File: src/rtl/bram_port_seq_if.sv
// rtl/bram_port_seq_if.sv - stream and BRAM port-0 signals between sequencer and its neighbours
interface bram_port_seq_if #(
   parameter int DATA_WIDTH = 32,
   parameter int ADDR_WIDTH = 8
);
   logic                  s_valid;
   logic                  s_ready;
   logic [DATA_WIDTH-1:0] s_data;
   logic                  m_valid;
   logic                  m_ready;
   logic [DATA_WIDTH-1:0] m_data;
   logic [ADDR_WIDTH-1:0] addr0_b0;
   logic                  ce0_b0;
   logic                  we0_b0;
   logic [DATA_WIDTH-1:0] d0_b0;
   logic                  reg_en;
   logic [DATA_WIDTH-1:0] reg_out;

   modport master (
      input  s_valid, s_data, m_ready, reg_out,
      output s_ready, m_valid, m_data, addr0_b0, ce0_b0, we0_b0, d0_b0, reg_en
   );

   modport slave (
      output s_valid, s_data, m_ready, reg_out,
      input  s_ready, m_valid, m_data, addr0_b0, ce0_b0, we0_b0, d0_b0, reg_en
   );
endinterface

File: src/rtl/bram_port_seq.sv
// rtl/bram_port_seq.sv - block write/read sequencer for BRAM port 0 with output skid FIFO
module bram_port_seq #(
   parameter int DATA_WIDTH = 32,
   parameter int ADDR_WIDTH = 8,
   parameter int FIFO_DEPTH = 4
) (
   input  logic                  clk,
   input  logic                  rst_n,
   input  logic                  start_wr,
   input  logic                  start_rd,
   input  logic [ADDR_WIDTH-1:0] base_addr,
   input  logic [ADDR_WIDTH:0]   num_words,
   output logic                  busy,
   output logic                  done,
   bram_port_seq_if.master       bus
);
   localparam int CW = $clog2(FIFO_DEPTH);

   typedef enum logic [2:0] {S_IDLE, S_WRITE, S_READ, S_DRAIN, S_FIN} state_t;

   state_t                r_state;
   logic [ADDR_WIDTH-1:0] r_addr;
   logic [ADDR_WIDTH:0]   r_remaining;
   logic [1:0]            r_pipe;
   logic [DATA_WIDTH-1:0] r_mem [FIFO_DEPTH];
   logic [CW-1:0]         r_wr_ptr;
   logic [CW-1:0]         r_rd_ptr;
   logic [CW:0]           r_count;

   logic        w_wr_fire;
   logic        w_rd_fire;
   logic        w_ce;
   logic [1:0]  w_inflight;
   logic        w_credit;
   logic        w_push;
   logic        w_pop;
   logic        w_m_valid;
   logic        w_last;

   // Reads are only issued while every in-flight word is guaranteed a FIFO slot.
   assign w_inflight = {1'b0, r_pipe[0]} + {1'b0, r_pipe[1]};
   assign w_credit   = ({1'b0, r_count} + {{CW{1'b0}}, w_inflight}) < (CW+2)'(FIFO_DEPTH);
   assign w_wr_fire  = (r_state == S_WRITE) && bus.s_valid;
   assign w_rd_fire  = (r_state == S_READ) && w_credit;
   assign w_ce       = w_wr_fire || w_rd_fire;
   assign w_push     = r_pipe[1];
   assign w_m_valid  = (r_count != '0);
   assign w_pop      = w_m_valid && bus.m_ready;
   assign w_last     = (r_remaining == (ADDR_WIDTH+1)'(1));

   assign busy         = (r_state != S_IDLE);
   assign done         = (r_state == S_FIN);
   assign bus.s_ready  = (r_state == S_WRITE);
   assign bus.ce0_b0   = w_ce;
   assign bus.we0_b0   = w_wr_fire;
   assign bus.addr0_b0 = w_ce ? r_addr : '0;
   assign bus.d0_b0    = w_wr_fire ? bus.s_data : '0;
   assign bus.reg_en   = r_pipe[0];
   assign bus.m_valid  = w_m_valid;
   assign bus.m_data   = r_mem[r_rd_ptr];

   always_ff @(posedge clk or negedge rst_n) begin
      if (!rst_n) begin
         r_state     <= S_IDLE;
         r_addr      <= '0;
         r_remaining <= '0;
      end else begin
         case (r_state)
            S_IDLE: begin
               if (start_wr || start_rd) begin
                  r_addr      <= base_addr;
                  r_remaining <= num_words;
                  if (num_words == '0)
                     r_state <= S_FIN;
                  else if (start_wr)
                     r_state <= S_WRITE;
                  else
                     r_state <= S_READ;
               end
            end
            S_WRITE: begin
               if (w_wr_fire) begin
                  r_addr      <= r_addr + 1'b1;
                  r_remaining <= r_remaining - 1'b1;
                  if (w_last)
                     r_state <= S_FIN;
               end
            end
            S_READ: begin
               if (w_rd_fire) begin
                  r_addr      <= r_addr + 1'b1;
                  r_remaining <= r_remaining - 1'b1;
                  if (w_last)
                     r_state <= S_DRAIN;
               end
            end
            S_DRAIN: begin
               if (r_pipe == 2'b00 && r_count == '0)
                  r_state <= S_FIN;
            end
            S_FIN:   r_state <= S_IDLE;
            default: r_state <= S_IDLE;
         endcase
      end
   end

   // Stage 0 valid means the BRAM is presenting data (reg_en); stage 1 means reg_out holds it.
   always_ff @(posedge clk or negedge rst_n) begin
      if (!rst_n) begin
         r_pipe   <= '0;
         r_wr_ptr <= '0;
         r_rd_ptr <= '0;
         r_count  <= '0;
         for (int i = 0; i < FIFO_DEPTH; i++)
            r_mem[i] <= '0;
      end else begin
         r_pipe <= {r_pipe[0], w_rd_fire};
         if (w_push) begin
            r_mem[r_wr_ptr] <= bus.reg_out;
            r_wr_ptr        <= r_wr_ptr + 1'b1;
         end
         if (w_pop)
            r_rd_ptr <= r_rd_ptr + 1'b1;
         case ({w_push, w_pop})
            2'b10:   r_count <= r_count + 1'b1;
            2'b01:   r_count <= r_count - 1'b1;
            default: r_count <= r_count;
         endcase
      end
   end
endmodule
File: src/flat_wrapper.sv
// flat-port wrapper written by rule: the top's interface ports become plain ports
module bram_port_seq_flat 
#(
   parameter int DATA_WIDTH = 32,
   parameter int ADDR_WIDTH = 8,
   parameter int FIFO_DEPTH = 4
)
  (clk, rst_n, start_wr, start_rd, base_addr, num_words, busy, done, bus_s_valid, bus_s_data, bus_m_ready, bus_reg_out, bus_s_ready, bus_m_valid, bus_m_data, bus_addr0_b0, bus_ce0_b0, bus_we0_b0, bus_d0_b0, bus_reg_en);
  bram_port_seq_if #(.DATA_WIDTH(DATA_WIDTH), .ADDR_WIDTH(ADDR_WIDTH)) bus_i ();
  input  logic clk;
  input  logic rst_n;
  input  logic start_wr;
  input  logic start_rd;
  input  logic [ADDR_WIDTH-1:0] base_addr;
  input  logic [ADDR_WIDTH:0] num_words;
  output logic busy;
  output logic done;
  input wire logic [$bits(bus_i.s_valid)-1:0] bus_s_valid;
  input wire logic [$bits(bus_i.s_data)-1:0] bus_s_data;
  input wire logic [$bits(bus_i.m_ready)-1:0] bus_m_ready;
  input wire logic [$bits(bus_i.reg_out)-1:0] bus_reg_out;
  output wire logic [$bits(bus_i.s_ready)-1:0] bus_s_ready;
  output wire logic [$bits(bus_i.m_valid)-1:0] bus_m_valid;
  output wire logic [$bits(bus_i.m_data)-1:0] bus_m_data;
  output wire logic [$bits(bus_i.addr0_b0)-1:0] bus_addr0_b0;
  output wire logic [$bits(bus_i.ce0_b0)-1:0] bus_ce0_b0;
  output wire logic [$bits(bus_i.we0_b0)-1:0] bus_we0_b0;
  output wire logic [$bits(bus_i.d0_b0)-1:0] bus_d0_b0;
  output wire logic [$bits(bus_i.reg_en)-1:0] bus_reg_en;
  assign bus_i.s_valid = bus_s_valid;
  assign bus_i.s_data = bus_s_data;
  assign bus_i.m_ready = bus_m_ready;
  assign bus_i.reg_out = bus_reg_out;
  assign bus_s_ready = bus_i.s_ready;
  assign bus_m_valid = bus_i.m_valid;
  assign bus_m_data = bus_i.m_data;
  assign bus_addr0_b0 = bus_i.addr0_b0;
  assign bus_ce0_b0 = bus_i.ce0_b0;
  assign bus_we0_b0 = bus_i.we0_b0;
  assign bus_d0_b0 = bus_i.d0_b0;
  assign bus_reg_en = bus_i.reg_en;
  bram_port_seq #(.DATA_WIDTH(DATA_WIDTH), .ADDR_WIDTH(ADDR_WIDTH), .FIFO_DEPTH(FIFO_DEPTH)) u_core (.clk(clk), .rst_n(rst_n), .start_wr(start_wr), .start_rd(start_rd), .base_addr(base_addr), .num_words(num_words), .busy(busy), .done(done), .bus(bus_i));
endmodule
File: config.mk
export PLATFORM = sky130hd
export DESIGN_NAME = bram_port_seq_flat
export DESIGN_NICKNAME = d
export VERILOG_FILES = /design/src/rtl/bram_port_seq_if.sv /design/src/rtl/bram_port_seq.sv /design/src/flat_wrapper.sv
export SDC_FILE = /design/constraint.sdc
export NUM_CORES = 1
export LEC_CHECK = 0
export BUFFER_PORTS_ARGS = -buffer_cell sky130_fd_sc_hd__buf_2
export CAP_MARGIN = 5
export CORE_MARGIN = 3
export CORE_UTILIZATION = 50
export CTS_CLUSTER_DIAMETER = 50
export DETAILED_ROUTE_END_ITERATION = 8
export GPL_ROUTABILITY_DRIVEN = 1
export PLACE_DENSITY = 0.73
export SYNTH_ARGS = -nofsm -noshare
export SYNTH_HDL_FRONTEND = slang
export SYNTH_SLANG_ARGS = --single-unit
File: constraint.sdc
create_clock -name clk -period 6.5 [get_ports clk]
set_clock_uncertainty 0.1 [all_clocks]
set_input_delay 1.95 -clock clk [delete_from_list [all_inputs] [get_ports clk]]
set_output_delay 1.95 -clock clk [all_outputs]
set_load 0.005 [all_outputs]
==> results of run 1 <==
[power by group through the flow]
stage          clock network (W)  logic [W]  registers [W]
6_report                 0.00100    0.00208        0.00185
5_1_grt                  0.00107    0.00230        0.00191
4_1_cts                  0.00103    0.00211        0.00185
3_5_place_dp                   0    0.00211        0.00186
3_3_place_gp                   0    0.00203        0.00181
2_1_floorplan                  0    0.00160        0.00167
[worst max-delay path: cells and delay by family]
| kind | cells | cell delay (ns) |
|---|---|---|
| and+or+nand+nor | 2 | 0.33 |
| AOI/OAI and AO/OA | 1 | 0.29 |
| buffers and inverters | 2 | 0.45 |
[flip-flops by register name, summed over array words and instances, names as in the netlist]
register,count
u_core.r_rd_ptr,2
u_core.r_state,3
u_core.r_count,3
u_core.r_wr_ptr,2
u_core.r_addr,8
u_core.r_remaining,9
u_core.r_pipe,2
u_core.r_mem,128
[Yosys cell counts, types with 3 or more instances]
cell and n:
nand2_1 13, or2_2 5, mux2i_1 4, ha_1 9, dfrtp_1 157, a221oi_1 6
mux4_2 32, xnor2_1 3, o22ai_1 3, nor3_1 8, buf_2 9, mux2_2 129
clkbuf_1 20, buf_1 12, nor4_1 6, or3_1 3, inv_1 18, and2_1 11
a21oi_1 5, o2111ai_1 4, nor2_1 6, and3_1 35, o2bb2ai_1 4, xor2_1 4
a2bb2oi_1 6, nand3_1 6, o21ai_0 8, o221ai_1 6
[kinds of logic after synthesis]
family / synth area share
adder cells (fa/ha/maj): 0.0173
buffers and inverters: 0.0317
multiplexers: 0.291
AO/OA/AOI/OAI: 0.0667
AND/OR/NAND/NOR: 0.0742
XOR/XNOR: 0.00798
flip-flops: 0.511
[metal layers]
layer / global-route usage / part of all wire
met1: 0.282 / 0.42
met2: 0.356 / 0.51
met3: 0.0418 / 0.059
met4: 0.0691 / 0.013
met5: 0 / 0
[stage by stage]
| step | util | setup slack (ns) |
|---|---|---|
| global route | 0.623 | 1.25 |
| CTS | 0.623 | 1.41 |
| finish | 0.623 | 1.43 |
| detailed placement | 0.582 | 1.41 |
| global placement | 0.582 | 1.48 |
| floorplan | - | 2.00 |
[final timing paths]
check                      cells after the start                            to  slack, ns                          start
setup / recovery                               5               bus_addr0_b0[2]       1.43                    bus_s_valid
hold / removal                                 0    u_core.r_pipe[1]$_DFF_PN0_       0.36     u_core.r_pipe[0]$_DFF_PN0_
setup reg to reg                               4  u_core.r_addr[1]$_DFFE_PN0P_       3.82  u_core.r_state[0]$_DFFE_PN0P_
hold reg to reg                                0    u_core.r_pipe[1]$_DFF_PN0_       0.36     u_core.r_pipe[0]$_DFF_PN0_
max in group asynchronous                      2  u_core.r_mem[60]$_DFFE_PN0P_       3.50                          rst_n
min in group asynchronous                      1   u_core.r_mem[5]$_DFFE_PN0P_       1.49                          rst_n
[cell usage in the layout (no fill, tap or decap), types with 5 or more instances in the layout]
| cell | instances |
|---|---|
| o21ai_0 | 8 |
| nand3_1 | 6 |
| mux4_2 | 32 |
| and3_1 | 35 |
| or2_2 | 5 |
| nor3_1 | 7 |
| and2_1 | 11 |
| o221ai_1 | 6 |
| dfrtp_1 | 156 |
| buf_2 | 164 |
| a221oi_1 | 6 |
| inv_1 | 18 |
| ha_1 | 9 |
| mux2_2 | 129 |
| nor2_1 | 6 |
| nand2_1 | 9 |
| buf_4 | 5 |
| a21oi_1 | 5 |
| nor4_1 | 6 |
| clkbuf_16 | 17 |
| a2bb2oi_1 | 6 |
[area by class of cell]
class,count,area share
sequential,157,0.426
multi-input combinational,349,0.382
timing repair buffer,170,0.0942
clock buffer,22,0.0503
tap,184,0.0249
clock inverter,10,0.0149
inverter,18,0.00732
==> impl_results.md, run 1 <==
- Status: finished clean
- Worst path arrival time: 3.02 ns
- Cell Int Power: around 0.0033 W
- CP most frequent cell: buf_2
- Antenna violations before repair: 0
- Register Area: 3930 sq um
- Slew Viols, Final: 0
- Crit. End Element: output pin
- CTS tree: built
- Vias in the first global route: 5662
- Hpwl dp: 11.5 mm
- Largest area contributor in the netlist: dfrtp_1
- Post-synth EDFFs: 0
- Placed Instances: 878
- Critical path class: in2out
- DIE WIDTH: around 130 um
- Num ports: 166
- Cell count after synthesis: between 500 and 600
- Total die area: 16900 sq um
- Sw Share: 0.335
- Max_slew headroom: 0.226
- First-pass GRT wire length: 28.1 mm
- Number of CTS-inserted buffers: 17
- Data required, critical path: 4.45 ns
- Syn Nets: 663
- DRT iter0 DRCs: 340
- Period utilisation layout: 0.781
- CTS clk-pin slew, worst paths: roughly 0.06 ns
- Setup violators final: 0
- ANT cells: 0
- Core area: ~15000 sq um
- Most used DFF post-synth: dfrtp_1
- Number of fillers in the final layout: around 1100
- FF+latch count, synth: 157
- Post-CTS Setup Inserts: 0
- Post-cts gate resize count: 0
- Share of layout cells above drive strength 1: 0.518
- Global route overflow: 0
- Sw Pwr: 0.00165 W
- Post-Route WL: roughly 17 mm
- Logic pwr share: 0.422
- RSZ-0062 raised after global routing: no
- Clk sinks: 157
- Yosys top cell area share: 0.511
- GR Util All Layers: 0.213
- Initial Util: 0.519
- Area delta synth->final: 20.1%
- Placer's final routability congestion estimate: between 0.8 and 0.9
- Clock Latency Late Sink: about 0.42 ns
- Worst min path class: reg2reg
- H-tree levels: 4
- Mean post-synth cell area: 13.6 sq um
- Final Power: 0.00494 W
- Critical-path top delay cell: buf_2
- Worst-Margin Slew: 1.16 ns
- Async S/R FF share, synth: 1.00
- Placed inst area: 8630 sq um
- Netlist cell types: 54
- Vias/cell: between 5 and 6
- Largest net degree at the start of global routing: 99
- # rows: 44
- Via count: 5322
- Post-Syn Area: 7690 sq um
- Wire length per cell: about 19 um
- Clock Tree Root: clkbuf_16
- Crit-path max FO: 35
- Leak: 4.27 nW
- Routed Antenna Nets: 0
- Final Cell Area: 9230 sq um
- Top cells by area, synth: dfrtp_1 51%, mux2_2 19%, mux4_2 9.4%, and3_1 2.8%, ha_1 1.5%
- Startpoint types: input port
- Finished Layout Cells: 910
- PwrDens: 535 nW/um^2
- Hold slack: roughly 0.36 ns
- Hold Violations, Final: 0
- Synth Warn #: 0
- Area of the multi-input gates: 3530 sq um
- DRC Markers: 0
- Fin Setup TNS: 0 ns
- Hold_buf cts: 0
- Clock power share: 0.203
- Maximum VDD drop: 0.000238 V
- Sequential share of power: 0.374
- IO buf count: around 170
- CP peak stage delay: ~0.34 ns
- Max Cap Viol: 0
- Max clock buf depth: 2
- Proportion of synthesized chip area in sequential cells: 0.511
- Fin crit period: ~5.1 ns
- Final #Nets: 810
- Die height: 130 um
- Pre-Repair DR Iteration Count: 4
- Worst-path cell chain: buf_2, nand3_1, a21oi_2, and2_1, buf_2
- Max Clk Rate: between 0.15 and 0.2 GHz
Note: power is estimated with default switching activity, not from simulation.
==> run 2: changes to the inputs <==
--- a/config.mk
+++ b/config.mk
@@ -12,7 +12,7 @@
 export CTS_CLUSTER_DIAMETER = 50
 export DETAILED_ROUTE_END_ITERATION = 8
 export GPL_ROUTABILITY_DRIVEN = 1
-export PLACE_DENSITY = 0.73
+export PLACE_DENSITY = 0.76
 export SYNTH_ARGS = -nofsm -noshare
 export SYNTH_HDL_FRONTEND = slang
 export SYNTH_SLANG_ARGS = --single-unit
==> constraint.sdc (replaced) <==
create_clock -name clk -period 4.3 [get_ports clk]
set_clock_uncertainty 0.1 [all_clocks]
set_input_delay 1.29 -clock clk [delete_from_list [all_inputs] [get_ports clk]]
set_output_delay 1.29 -clock clk [all_outputs]
set_load 0.005 [all_outputs]
==> run 2 against run 1 <==
Design area about the same. Via count up 0.96%. Sequential power up 52%. Combinational power up 52%. Sequential share of layout area about the same. Non-clock buffer count up 2. Largest power group unchanged.
==> impl_results.md, run 2 (synthesis results as in run 1) <==
- Status: finished clean (unchanged)
- DRT iter0 DRCs: 287 (was 340)
- Placer's final routability congestion estimate: 0.853 (was 0.858)
- Leak: 4.25 nW (was 4.27 nW)
- Post-Place Setup Slack: 0.762 ns (was 1.41 ns)
- Hold_buf cts: 0 (unchanged)
- DRC Markers: 0 (unchanged)
- Placed Instances: 880 (was 878)
- # rows: 44 (unchanged)
- Worst min path class: reg2reg (unchanged)
- Finished Layout Cells: 910 (unchanged)
- Via count: 5373 (was 5322)
- Max reg flops: 128 (unchanged)
- H-tree levels: 4 (unchanged)
- Fin Setup TNS: 0 ns (unchanged)
- Post-CTS Setup Inserts: 0 (unchanged)
- Crit-path max FO: 9 (was 35)
- GRT busiest layer: met2 (unchanged)
- Max_slew headroom: 0.258 (was 0.226)
- DIE WIDTH: 130 um (unchanged)
- ANT cells: 0 (unchanged)
- GR Layer Usage met3: 0.0450 (was 0.0418)
- Max Clk Rate: between 0.2 and 0.3 GHz
- Vias/cell: 5.90 (was 5.85)
- CTS tree: built (unchanged)
- Regs by FF count: u_core.r_mem: 128 flops, u_core.r_remaining: 9 flops, u_core.r_addr: 8 flops (unchanged)
- Clock Tree Root: clkbuf_16 (unchanged)
- Total die area: 16900 sq um (unchanged)
- Max Cap Viol: 0 (unchanged)
- Fin crit period: 3.99 ns
- Vias in the first global route: 5490 (was 5662)
- CTS clk-pin slew, worst paths: 0.06 ns (about the same)
- Share of layout cells above drive strength 1: 0.522 (was 0.518)
- Pre-Repair DR Iteration Count: 4 (unchanged)
- Num ports: 166 (unchanged)
- Setup violators final: 0 (unchanged)
- PwrDens: 798 nW/um^2 (was 535 nW/um^2)
- Slew Viols, Final: 0 (unchanged)
- Largest net degree at the start of global routing: 88 (was 99)
- IO buf count: 165 (unchanged)
- Commonest non-fill, non-tap cell in the layout: buf_2 (unchanged)
- Post-cts gate resize count: 0 (unchanged)
- Die height: 130 um (unchanged)
- Hold Violations, Final: 0 (unchanged)
- Data required, critical path: 2.91 ns (was 4.45 ns)
- Wire length per cell: 19.4 um (was 18.8 um)
- Setup ws final: 0.306 ns (was 1.43 ns)
- Core area: 14800 sq um (unchanged)
- Maximum VDD drop: 0.000417 V (was 0.000238 V)
- GR Util met1: 0.277 (was 0.282)
- Area delta synth->final: 20.0% (was 20.1%)
- Startpoint types: flip-flop (was input port)
- Final Power: 0.00735 W (was 0.00494 W)
- Most frequent cells in the layout: 164 x buf_2, 155 x dfrtp_1, 129 x mux2_2 (was 164 x buf_2, 156 x dfrtp_1, 129 x mux2_2)
- Final #Nets: 812 (was 810)
- RSZ-0062 raised after global routing: no (unchanged)
- Post-Route WL: 17.6 mm (was 17.1 mm)
- Worst path arrival time: 2.60 ns (was 3.02 ns)
- Crit. End Element: output pin (unchanged)
- Worst-Margin Slew: 1.11 ns (was 1.16 ns)
- Routed Antenna Nets: 0 (unchanged)
- Number of CTS-inserted buffers: 17 (unchanged)
- Critical path class: reg2out (was in2out)
- First-pass GRT wire length: 27.6 mm (was 28.1 mm)
- Met2 usage in global routing: 0.348 (was 0.356)
- GR Util All Layers: 0.211 (was 0.213)
- Clk sinks: 157 (unchanged)
- Global route overflow: 0 (unchanged)
- Period utilisation layout: 0.929
- Hpwl dp: 11.8 mm (was 11.5 mm)
- Antenna violations before repair: 1 (was 0)
- Clock Latency Late Sink: 0.42 ns (about the same)
- Largest reg by FF count: u_core.r_mem (unchanged)
- Initial Util: 0.519 (unchanged)
- Max clock buf depth: 2 (unchanged)
run 2: critical path, stage by stage, from the launching register on:
cell and delay, ns:
dfrtp_1 0.41, ha_1 0.31, a21o_1 0.21, a2111o_1 0.59
a21oi_2 0.38, and2_1 0.18, buf_2 0.11
run 2: metrics by stage:
stage | hold WS [ns] | cell area [sq um] | util
6_report | 0.342 | 9220 | 0.623
5_1_grt | 0.365 | 9220 | 0.623
4_1_cts | 0.353 | 9210 | 0.622
3_5_place_dp | 0.326 | 8670 | 0.585
3_3_place_gp | 0.307 | 8670 | 0.585
2_1_floorplan | 0.321 | 7690 | -
run 2: path summary, 6_finish.rpt:
check / slack [ns] / end / cells past startpoint / startpoint
max in group asynchronous: 2.43 / u_core.r_addr[6]$_DFFE_PN0P_ / 2 / rst_n
min: 0.34 / u_core.r_pipe[1]$_DFF_PN0_ / 0 / u_core.r_pipe[0]$_DFF_PN0_
min in group asynchronous: 0.77 / u_core.r_mem[99]$_DFFE_PN0P_ / 1 / rst_n
max: 0.31 / bus_addr0_b0[1] / 6 / u_core.r_pipe[0]$_DFF_PN0_
max reg2reg: 1.55 / u_core.r_addr[1]$_DFFE_PN0P_ / 4 / u_core.r_state[0]$_DFFE_PN0P_
min reg2reg: 0.34 / u_core.r_pipe[1]$_DFF_PN0_ / 0 / u_core.r_pipe[0]$_DFF_PN0_
run 2: area by class of cell:
class | count | area, sq um
clock inverters | 8 | 62.6
well taps | 184 | 230
fillers | 1116 | 5590
inverters | 18 | 67.6
flip-flops and latches | 157 | 3930
multi-input cells | 349 | 3530
repair buffers | 172 | 910
clock buffers | 22 | 484
run 2: layer usage:
| layer | wire (um) | part of all wire |
|---|---|---|
| met1 | 7570 | 0.43 |
| met2 | 9040 | 0.51 |
| met3 | 741 | 0.042 |
| met4 | 282 | 0.016 |
| met5 | 13 | 0.00074 |
run 2: power by group:
| group | total [W] | internal [W] | leakage, nW | switching (W) |
|---|---|---|---|---|
| logic | 0.00317 | 0.00181 | 2.15 | 0.00135 |
| clock network | 0.00137 | 0.000794 | 0.260 | 0.000571 |
| registers | 0.00282 | 0.00224 | 1.84 | 0.000582 |
| total | 0.00735 | 0.00485 | 4.25 | 0.00251 |
==> run 3: changes to the inputs <==
--- a/config.mk
+++ b/config.mk
@@ -5,6 +5,7 @@
 export SDC_FILE = /design/constraint.sdc
 export NUM_CORES = 1
 export LEC_CHECK = 0
+export ABC_AREA = 1
 export BUFFER_PORTS_ARGS = -buffer_cell sky130_fd_sc_hd__buf_2
 export CAP_MARGIN = 5
 export CORE_MARGIN = 3
==> run 3 against run 2 <==
Non-clock buffer count rose by 1. Routed wire length grew 6.3%. Area after synthesis grew 0.73%. Via count up 28%. Design area rose by 0.12%. Sequential power down 4%. Synthesized cell count increased by 76%. Largest power group unchanged. Die area rose by 0.70%. Hold slack worse by 0.0025 ns. Setup slack better by 0.46 ns. Sequential cell count did not move.
==> impl_results.md, run 3 <==
- Status: finished clean (unchanged)
- Wire length per cell: 14.1 um (was 19.4 um)
- Num ports: 166 (unchanged)
- Max_slew headroom: 0.228 (was 0.258)
- Post-Syn Area: 7740 sq um (was 7690 sq um)
- Crit-path max FO: 32 (was 9)
- Fin Setup TNS: 0 ns (unchanged)
- Maximum VDD drop: 0.000414 V (was 0.000417 V)
- Yosys top cell area share: 0.507 (was 0.511)
- Proportion of synthesized chip area in sequential cells: 0.507 (was 0.511)
- Placer's final routability congestion estimate: 0.801 (was 0.853)
- Largest area contributor in the netlist: dfrtp_1 (unchanged)
- Max Clk Rate: 0.283 GHz (was 0.250 GHz)
- Max Cap Viol: 0 (unchanged)
- Core area: 14900 sq um (was 14800 sq um)
- R2R setup slack: 2.19 ns (was 1.55 ns)
- GR Util All Layers: 0.227 (was 0.211)
- Cell Int Power: 0.00437 W (was 0.00485 W)
- Sw Pwr: 0.00305 W (was 0.00251 W)
- Max clock buf depth: 2 (unchanged)
- Worst min path class: reg2reg (unchanged)
- Critical path class: in2out (was reg2out)
- Largest reg by FF count: u_core.r_mem (unchanged)
- Worst path arrival time: 2.15 ns (was 2.60 ns)
- Most frequent cell after synthesis: nand2_1 (was dfrtp_1)
- Hold_buf cts: 0 (unchanged)
- IO buf count: 165 (unchanged)
- Post-synth EDFFs: 0 (unchanged)
- Clock power share: 0.200 (was 0.186)
- Top cells by area, synth: dfrtp_1 51%, o21ai_0 13%, nand2_1 11%, nor2_1 6.6%, inv_1 5.1% (was dfrtp_1 51%, mux2_2 19%, mux4_2 9.4%, and3_1 2.8%, ha_1 1.5%)
- Finished Layout Cells: 1334 (was 910)
- Post-cts gate resize count: 0 (unchanged)
- Synth Warn #: 0 (unchanged)
- FF+latch count, synth: 157 (unchanged)
- ANT cells: 0 (unchanged)
- Largest net degree at the start of global routing: 75 (was 88)
- Leak: 5.00 nW (was 4.25 nW)
- Clk sinks: 157 (unchanged)
- Startpoint types: input port (was flip-flop)
- DRC Markers: 0 (unchanged)
- Commonest non-fill, non-tap cell in the layout: nand2_1 (was buf_2)
- PwrDens: 804 nW/um^2 (was 798 nW/um^2)
- Pre-Repair DR Iteration Count: 5 (was 4)
- Global route overflow: 0 (unchanged)
- Crit. End Element: output pin (unchanged)
- Via count: 6900 (was 5373)
- Regs by FF count: u_core.r_mem: 128 flops, u_core.r_remaining: 9 flops, u_core.r_addr: 8 flops (unchanged)
- Hpwl dp: 11.9 mm (was 11.8 mm)
- Initial Util: 0.521 (was 0.519)
- CTS clk-pin slew, worst paths: 0.06 ns (about the same)
- Die height: 130 um (about the same)
- Netlist cell types: 29 (was 54)
- Routed Antenna Nets: 0 (unchanged)
- Area delta synth->final: 19.2% (was 20.0%)
- Most used DFF post-synth: dfrtp_1 (unchanged)
- CTS tree: built (unchanged)
- Vias/cell: 5.17 (was 5.90)
- Clock Latency Late Sink: 0.43 ns (was 0.42 ns)
- Sequential share of power: 0.367 (was 0.384)
- Most frequent cells in the layout: 231 x nand2_1, 204 x o21ai_0, 164 x buf_2 (was 164 x buf_2, 155 x dfrtp_1, 129 x mux2_2)
- Fin crit period: 3.54 ns (was 3.99 ns)
- Period utilisation layout: 0.823 (was 0.929)
- Number of fillers in the final layout: 1338 (was 1116)
- Vias in the first global route: 6310 (was 5490)
- DIE WIDTH: 130 um (about the same)
- DRT iter0 DRCs: 514 (was 287)
- H-tree levels: 4 (unchanged)
- Slew Viols, Final: 0 (unchanged)
- Worst-Margin Slew: 1.15 ns (was 1.11 ns)
- Max reg flops: 128 (unchanged)
- Sw Share: 0.411 (was 0.341)
- Logic pwr share: 0.433 (was 0.431)
- Mean post-synth cell area: 7.76 sq um (was 13.6 sq um)
- Share of layout cells above drive strength 1: 0.203 (was 0.522)
- Syn Nets: 1095 (was 663)
- Data required, critical path: 2.91 ns (about the same)
- Async S/R FF share, synth: 1.00 (unchanged)
- Total die area: 17000 sq um (was 16900 sq um)
- Post-synth top cells: 235 x nand2_1, 204 x o21ai_0, 157 x dfrtp_1, 136 x nor2_1, 105 x inv_1 (was 157 x dfrtp_1, 129 x mux2_2, 35 x and3_1, 32 x mux4_2, 20 x clkbuf_1)
- Post-CTS Setup Inserts: 0 (unchanged)
- Hold Violations, Final: 0 (unchanged)
- Antenna violations before repair: 0 (was 1)
- # rows: 44 (unchanged)
- Number of CTS-inserted buffers: 17 (unchanged)
- Setup violators final: 0 (unchanged)
- RSZ-0062 raised after global routing: no (unchanged)
- Clock Tree Root: clkbuf_16 (unchanged)
- Placed Instances: 1302 (was 880)
- First-pass GRT wire length: 30.6 mm (was 27.6 mm)
- Cell count after synthesis: 998 (was 566)
- Final #Nets: 1234 (was 812)
- Post-Route WL: 18.8 mm (was 17.6 mm)
-- run 3: path summary, 6_finish.rpt --
kind                       cells after the start                             to                            from
hold reg to reg                                0     u_core.r_pipe[1]$_DFF_PN0_      u_core.r_pipe[0]$_DFF_PN0_
hold / removal                                 0     u_core.r_pipe[1]$_DFF_PN0_      u_core.r_pipe[0]$_DFF_PN0_
setup / recovery                               6                  bus_d0_b0[13]                     bus_s_valid
setup reg to reg                               4  u_core.r_mem[124]$_DFFE_PN0P_  u_core.r_wr_ptr[0]$_DFFE_PN0P_
min in group asynchronous                      1    u_core.r_mem[9]$_DFFE_PN0P_                           rst_n
max in group asynchronous                      2   u_core.r_mem[79]$_DFFE_PN0P_                           rst_n
-- run 3: routing by layer --
layer / up-vias / share of wire / GRT usage / routed length [um]
met2: 187 / 0.49 / 0.358 / 9120
met5: - / 0 / 0 / 0
li1: 3469 / - / - / -
met4: 0 / 0.013 / 0.0780 / 249
met3: 20 / 0.050 / 0.0500 / 936
met1: 3224 / 0.45 / 0.312 / 8440
-- run 3: cells by family after synthesis --
logic type / count (synthesis) / synth area share
DFF: 157 / 0.507
AOI/OAI and AO/OA: 251 / 0.171
buffers and inverters: 162 / 0.0847
adders and majority gates: 10 / 0.0171
and+or+nand+nor: 414 / 0.215
xor gates and xnor gates: 4 / 0.00453
-- run 3: cell type report --
type | count | area (sq um) | area share
Sequential cell | 157 | 3930 | 0.426
Clock inverter | 11 | 116 | 0.0126
Inverter | 109 | 412 | 0.0446
Tap cell | 184 | 230 | 0.0249
Clock buffer | 21 | 470 | 0.0510
Multi-Input combinational cell | 679 | 3170 | 0.343
Timing Repair Buffer | 173 | 905 | 0.0980
-- run 3: power by group through the flow --
| stage | clock network, W | logic (W) | registers, W |
|---|---|---|---|
| 2_1_floorplan | 0 | 0.00235 | 0.00258 |
| 3_3_place_gp | 0 | 0.00312 | 0.00271 |
| 3_5_place_dp | 0 | 0.00321 | 0.00272 |
| 4_1_cts | 0.00151 | 0.00324 | 0.00272 |
| 5_1_grt | 0.00157 | 0.00374 | 0.00282 |
| 6_report | 0.00149 | 0.00321 | 0.00272 |
-- run 3: worst max-delay path: stages --
cell and delay (ns):
buf_2 0.09, inv_1 0.10, nor2_4 0.06, inv_2 0.36
nor2_1 0.09, buf_2 0.14
-- run 3: through the flow --
stage                     total power [W]  hold slack, ns  setup slack, ns  utilization  instance area (sq um)
after global placement            0.00582           0.338            0.844        0.582                   8640
final                             0.00742           0.339            0.763        0.621                   9230
after detailed placement          0.00593           0.328            0.778        0.582                   8640
after CTS                         0.00747           0.344            0.777        0.621                   9230
after floorplan                   0.00494           0.321             1.11            -                   7740
after global routing              0.00813           0.379            0.639        0.621                   9230
